==> config.mk <==
export PLATFORM = sky130hd
export DESIGN_NAME = nonce_search_controller_flat
export DESIGN_NICKNAME = d
export VERILOG_FILES = /design/src/rtl/nonce_search_controller_if.sv /design/src/rtl/nonce_search_controller.sv /design/src/flat_wrapper.sv
export SDC_FILE = /design/constraint.sdc
export NUM_CORES = 2
export LEC_CHECK = 0
export CORE_AREA = 3 3 704 706
export CTS_CLUSTER_SIZE = 16
export DETAILED_ROUTE_END_ITERATION = 7
export DIE_AREA = 0 0 707 709
export GPL_ROUTABILITY_DRIVEN = 0
export HOLD_SLACK_MARGIN = 0.08
export PLACE_DENSITY = 0.32
export SLEW_MARGIN = 20
export SYNTH_ARGS = -nofsm -noshare
export SYNTH_HDL_FRONTEND = slang
export SYNTH_SLANG_ARGS = --single-unit
==> constraint.sdc <==
create_clock -name clk -period 9.9 [get_ports clk]
set_input_delay 0.99 -clock clk [delete_from_list [all_inputs] [get_ports clk]]
set_output_delay 0.99 -clock clk [all_outputs]
set_load 0.1 [all_outputs]
==> src/rtl/nonce_search_controller_if.sv <==
// SHA-side bus of the nonce search controller: message/length out,
// new-message and begin pulses out, completion flag and digest back.
interface nonce_search_controller_if;
    logic [446:0] sha_msg;
    logic [63:0]  sha_length;
    logic         sha_new_msg;
    logic         sha_begin;
    logic         sha_complete;
    logic [255:0] sha_digest;

    // Controller side: drives the message and the control pulses
    modport master (
        output sha_msg,
        output sha_length,
        output sha_new_msg,
        output sha_begin,
        input  sha_complete,
        input  sha_digest
    );

    // SHA block side: consumes the message, reports completion
    modport slave (
        input  sha_msg,
        input  sha_length,
        input  sha_new_msg,
        input  sha_begin,
        output sha_complete,
        output sha_digest
    );
endinterface

==> src/rtl/nonce_search_controller.sv <==
// Nonce search sequencer. Walks the SHA-256 block through an inclusive,
// possibly wrapping nonce range and stops on the first digest strictly
// below the target, on range exhaustion, on a completion timeout or on abort.
module nonce_search_controller #(
    parameter int unsigned NONCE_W        = 32,
    parameter logic [63:0] MSG_LEN        = 64'd447,
    parameter int unsigned TIMEOUT_CYCLES = 1024
) (
    input  logic                     clk,
    input  logic                     n_rst,
    input  logic                     start,
    input  logic                     abort,
    input  logic [446-NONCE_W:0]     header_prefix,
    input  logic [255:0]             target,
    input  logic [NONCE_W-1:0]       nonce_start,
    input  logic [NONCE_W-1:0]       nonce_end,
    nonce_search_controller_if.master sha,
    output logic                     busy,
    output logic                     found,
    output logic                     exhausted,
    output logic                     timeout_err,
    output logic [NONCE_W-1:0]       result_nonce,
    output logic [255:0]             result_hash,
    output logic [NONCE_W:0]         attempts
);

    localparam int unsigned WCNT_W = $clog2(TIMEOUT_CYCLES + 1);
    localparam logic [WCNT_W-1:0] WAIT_LAST = WCNT_W'(TIMEOUT_CYCLES - 1);

    typedef enum logic [2:0] {
        ST_IDLE,
        ST_LOAD,
        ST_BEGIN,
        ST_WAIT,
        ST_CHECK,
        ST_DONE
    } state_t;

    state_t               state;
    logic [446-NONCE_W:0] headerReg;
    logic [255:0]         targetReg;
    logic [NONCE_W-1:0]   nonceReg;
    logic [NONCE_W-1:0]   nonceEndReg;
    logic [255:0]         digestReg;
    logic [WCNT_W-1:0]    waitCnt;

    // Message is built straight from the latched header and current nonce;
    // both registers only change on the edge that enters LOAD.
    assign sha.sha_msg    = {headerReg, nonceReg};
    assign sha.sha_length = MSG_LEN;

    // Search sequencer with registered pulses, status flags and results
    always_ff @(posedge clk) begin
        if (!n_rst) begin
            state           <= ST_IDLE;
            headerReg       <= '0;
            targetReg       <= '0;
            nonceReg        <= '0;
            nonceEndReg     <= '0;
            digestReg       <= '0;
            waitCnt         <= '0;
            sha.sha_new_msg <= 1'b0;
            sha.sha_begin   <= 1'b0;
            busy            <= 1'b0;
            found           <= 1'b0;
            exhausted       <= 1'b0;
            timeout_err     <= 1'b0;
            result_nonce    <= '0;
            result_hash     <= '0;
            attempts        <= '0;
        end else begin
            sha.sha_new_msg <= 1'b0;
            sha.sha_begin   <= 1'b0;

            if (abort && state != ST_IDLE && state != ST_DONE) begin
                // Abort mid-search: drop to IDLE, clear sticky flags, keep attempts
                state       <= ST_IDLE;
                busy        <= 1'b0;
                found       <= 1'b0;
                exhausted   <= 1'b0;
                timeout_err <= 1'b0;
            end else begin
                case (state)
                    ST_IDLE, ST_DONE: begin
                        if (abort) begin
                            state <= ST_IDLE;
                        end else if (start) begin
                            headerReg       <= header_prefix;
                            targetReg       <= target;
                            nonceReg        <= nonce_start;
                            nonceEndReg     <= nonce_end;
                            found           <= 1'b0;
                            exhausted       <= 1'b0;
                            timeout_err     <= 1'b0;
                            attempts        <= '0;
                            result_nonce    <= '0;
                            result_hash     <= '0;
                            busy            <= 1'b1;
                            sha.sha_new_msg <= 1'b1;
                            state           <= ST_LOAD;
                        end
                    end

                    ST_LOAD: begin
                        sha.sha_begin <= 1'b1;
                        state         <= ST_BEGIN;
                    end

                    ST_BEGIN: begin
                        waitCnt <= '0;
                        state   <= ST_WAIT;
                    end

                    ST_WAIT: begin
                        waitCnt <= waitCnt + 1'b1;
                        if (sha.sha_complete) begin
                            digestReg <= sha.sha_digest;
                            state     <= ST_CHECK;
                        end else if (waitCnt == WAIT_LAST) begin
                            timeout_err <= 1'b1;
                            busy        <= 1'b0;
                            state       <= ST_DONE;
                        end
                    end

                    ST_CHECK: begin
                        attempts <= attempts + 1'b1;
                        if (digestReg < targetReg) begin
                            found        <= 1'b1;
                            result_nonce <= nonceReg;
                            result_hash  <= digestReg;
                            busy         <= 1'b0;
                            state        <= ST_DONE;
                        end else if (nonceReg == nonceEndReg) begin
                            exhausted <= 1'b1;
                            busy      <= 1'b0;
                            state     <= ST_DONE;
                        end else begin
                            // Natural wrap through all-ones back to zero
                            nonceReg        <= nonceReg + 1'b1;
                            sha.sha_new_msg <= 1'b1;
                            state           <= ST_LOAD;
                        end
                    end

                    default: begin
                        state <= ST_IDLE;
                        busy  <= 1'b0;
                    end
                endcase
            end
        end
    end

endmodule
==> src/flat_wrapper.sv <==
// flat-port wrapper written by rule: the top's interface ports become plain ports
module nonce_search_controller_flat 
#(
    parameter int unsigned NONCE_W        = 32,
    parameter logic [63:0] MSG_LEN        = 64'd447,
    parameter int unsigned TIMEOUT_CYCLES = 1024
)
  (clk, n_rst, start, abort, header_prefix, target, nonce_start, nonce_end, busy, found, exhausted, timeout_err, result_nonce, result_hash, attempts, sha_sha_msg, sha_sha_length, sha_sha_new_msg, sha_sha_begin, sha_sha_complete, sha_sha_digest);
  nonce_search_controller_if sha_i ();
  input  logic clk;
  input  logic n_rst;
  input  logic start;
  input  logic abort;
  input  logic [446-NONCE_W:0] header_prefix;
  input  logic [255:0] target;
  input  logic [NONCE_W-1:0] nonce_start;
  input  logic [NONCE_W-1:0] nonce_end;
  output logic busy;
  output logic found;
  output logic exhausted;
  output logic timeout_err;
  output logic [NONCE_W-1:0] result_nonce;
  output logic [255:0] result_hash;
  output logic [NONCE_W:0] attempts;
  output wire logic [$bits(sha_i.sha_msg)-1:0] sha_sha_msg;
  output wire logic [$bits(sha_i.sha_length)-1:0] sha_sha_length;
  output wire logic [$bits(sha_i.sha_new_msg)-1:0] sha_sha_new_msg;
  output wire logic [$bits(sha_i.sha_begin)-1:0] sha_sha_begin;
  input wire logic [$bits(sha_i.sha_complete)-1:0] sha_sha_complete;
  input wire logic [$bits(sha_i.sha_digest)-1:0] sha_sha_digest;
  assign sha_sha_msg = sha_i.sha_msg;
  assign sha_sha_length = sha_i.sha_length;
  assign sha_sha_new_msg = sha_i.sha_new_msg;
  assign sha_sha_begin = sha_i.sha_begin;
  assign sha_i.sha_complete = sha_sha_complete;
  assign sha_i.sha_digest = sha_sha_digest;
  nonce_search_controller #(.NONCE_W(NONCE_W), .MSG_LEN(MSG_LEN), .TIMEOUT_CYCLES(TIMEOUT_CYCLES)) u_core (.clk(clk), .n_rst(n_rst), .start(start), .abort(abort), .header_prefix(header_prefix), .target(target), .nonce_start(nonce_start), .nonce_end(nonce_end), .sha(sha_i), .busy(busy), .found(found), .exhausted(exhausted), .timeout_err(timeout_err), .result_nonce(result_nonce), .result_hash(result_hash), .attempts(attempts));
endmodule
==> results.ini <==
[run_status]
status = complete, no violations

[flow_run]
max_cap_violations = 0

[worst_setup_path]
cp_slowest_stage_delay_ns = 1.06
worstSetupStartpointType = flop
crit_slowest_cell = nor4_1
crit_chain = inv_1 -> ha_1 -> nand4_1 -> nor4_1 -> nand4_1 -> nor4_2 -> o21ai_0 -> a21oi_2 -> nor3_2 -> a21oi_1 -> nor4_2 -> buf_12 -> buf_12 -> mux2i_1
worstRegToRegCells = 14
cp-end-kind = flop
path_delay_family = simple AND/OR/NAND/NOR gates
critPathLaunch = u_core.targetReg[223]
path_buf_inv = 3
cp.arrival_ns = 7.86
r2r_end = u_core.result_hash[25]
critPathKind = reg2reg
cp_max_fo = 89
cp-endpoint = u_core.result_hash[25]
rrSetupSlack_ns = 2.76
path_depth = 14
worstPathRequired_ns = 10.61
r2r_start = u_core.targetReg[223]

[logic_synthesis]
postSynthCellCount = 7008
synthArstFlopShare = 0
yosys_warnings = 0
syn-cell-area_um2 = 55800
yosys-top-cells-area = dfxtp_1 (48%), nand2_1 (16%), a21oi_1 (9.8%)
synth_seq_area_share = 0.478
synth-edff-count = 0
synth-seq-cells = 1332
netlist_top_cells_count = nand2_1 (2,323), dfxtp_1 (1,332), a21oi_1 (1,091), clkbuf_1 (421), nand3_1 (340)
ys_types = 65
synthFlopType = dfxtp_1
synth_area_per_cell_um2 = 7.96
synth_most_common_cell = nand2_1
yosys.area.top_type_share = 0.478
synth_top_area_cell = dfxtp_1

[worst_hold_path]
hp-class = reg2reg
min-delay-start = u_core.headerReg[413]

[floorplanning]
core_um2 = 490000
start_util = 0.114
die_area_um2 = 501000
ioPinCount = 1834
rows = 257
die_x_um = 707
chipHeight_um = 709

[clock_tree]
post_cts_resized = 0
hold_buffers = 0
clockBufferDepth = 4
tritoncts.num_buffers = 188
cts_tree = done
htreeDepth = 4
cts-root-buf = clkbuf_16
clk-insertion-delay-late_ns = 0.92
post_cts_buffers = 0
clock_sinks = 1332
clk_pin_slew_ns = 0.05

[detailed_routing]
drt_iter0_drc = 3319
viasPerCell = 3.63
num_vias = 55500
ant_nets = 0
wl_per_cell_um = 26.4
drt_pre_antenna_iters = 5
drcViolationCount = 0
finalWirelength_mm = 403

[sta]
hold_viol_final = 0
setup_viol = 0
finalWorstSetupSlack_ns = 2.76
worst_slew_pin_slew_ns = 1.19
fin_crit_sh = 0.722
rsz0062_at_grt = false
setup-tns-final_ns = 0
hold-worst-slack_ns = 0.452
max_freq_ghz = 0.140
fin_crit_ns = 7.14
clock_skew_ns = 0.0558
finalMaxSlewViolations = 0
slew_headroom = 0.202

[cells_and_area]
drive_gt1_frac = 0.0666
nNetsFinal = 9821
stdcell_area_um2 = 86300
area_delta_synth_final_pct = 54.7

[placement]
dp_hpwl_mm = 321
io_buffer_count = 1769
dpl_cell_area_um2 = 79800
pre_cts_ws_ns = 2.52

[power_and_ir_drop]
p_per_area_nw_per_um2 = 176
vdd_drop_max_v = 0.000129
leakage_nw = 29.5

[global_routing]
antenna_found_initial = 215
grt_usage = 0.153
grt_pass1_wl_mm = 526
grt_pass1_vias = 54800
grt_overflow = 0
grt_max_degree = 161

[registers in the layout (all words and copies together), names as in the netlist]
register,flops
u_core.result_nonce,32
u_core.nonceEndReg,32
u_core.timeout_err,1
u_core.found,1
u_core.sha.sha_new_msg,1
u_core.result_hash,256
u_core.targetReg,256
u_core.digestReg,256
u_core.state,3
u_core.exhausted,1
u_core.sha.sha_begin,1
u_core.attempts,33
u_core.headerReg,415
u_core.nonceReg,32
u_core.busy,1
u_core.waitCnt,11
[cell usage in the layout, fill, tap and decap left out, drive strengths merged, types with 93 or more instances in the layout]
cell type / netlist / routed
ha: 258 / 258
buf: 124 / 265
mux2i: 289 / 289
nand2: 2323 / 2323
dfxtp: 1332 / 1332
a21oi: 1091 / 1091
nand3: 340 / 340
nor2: 93 / 93
inv: 269 / 277
clkbuf: 421 / 282
clkdlybuf4s50: 0 / 1586
[where the power goes]
group	switching, W	leakage (nW)	internal, W	total [W]
Combinational	0.00171	15.6	0.000725	0.00243
Sequential	0.000114	10.8	0.00552	0.00563
Clock	0.00293	3.09	0.00419	0.00712
[kinds of logic (layout without fill, tap and decap cells)]
logic type                 after synthesis  count (layout)  share of synthesized area
AOI/OAI and AO/OA                     1283            1283                      0.122
xor gates and xnor gates                67              67                     0.0105
adders and majority gates              260             260                     0.0582
buffers and inverters                  814            2457                     0.0630
DFF                                   1332            1332                      0.478
muxes                                  289             289                     0.0519
other                                    2             137                   0.000135
and+or+nand+nor                       2961            2961                      0.216
[worst min path at each step]
stage	cells after the start	to	slack, ns
5_1_grt	2	u_core.result_hash[173]	0.47
3_5_place_dp	2	u_core.result_hash[57]	0.45
3_3_place_gp	2	u_core.headerReg[206]	0.44
6_report	2	u_core.headerReg[413]	0.45
4_1_cts	3	u_core.result_hash[1]	0.45
2_1_floorplan	2	u_core.targetReg[100]	0.44
[worst min-delay path, cell delays in order (launching register included)]
cell	delay, ns
dfxtp_1	0.30
nand2_1	0.05
a21oi_1	0.05
[through the flow]
| stage | std cells | total power (W) | util |
|---|---|---|---|
| floorplan | 7070 | 0.00710 | - |
| global placement | 14900 | 0.00824 | 0.163 |
| detailed placement | 14900 | 0.00823 | 0.163 |
| CTS | 15200 | 0.0155 | 0.176 |
| global route | 15200 | 0.0158 | 0.176 |
| finish | 15300 | 0.0152 | 0.176 |
[metal layers]
metal | up-vias | part of all wire | track usage
met4 | 78 | 0.037 | 0.0513
met2 | 1711 | 0.52 | 0.283
met1 | 26700 | 0.38 | 0.170
met3 | 652 | 0.060 | 0.0387
li1 | 26400 | - | -
met5 | - | 0.0012 | 0
[area by class of cell]
class | instances | area [um^2]
Clock inverter | 55 | 787
Multi-Input combinational cell | 4924 | 26000
Timing Repair Buffer | 1852 | 18100
Tap cell | 6475 | 8100
Clock buffer | 281 | 5500
Fill cell | 55400 | 403000
Antenna cell | 73 | 183
Sequential cell | 1332 | 26700
Inverter | 269 | 1020
No activity file was read; power rests on OpenSTA's default activity.
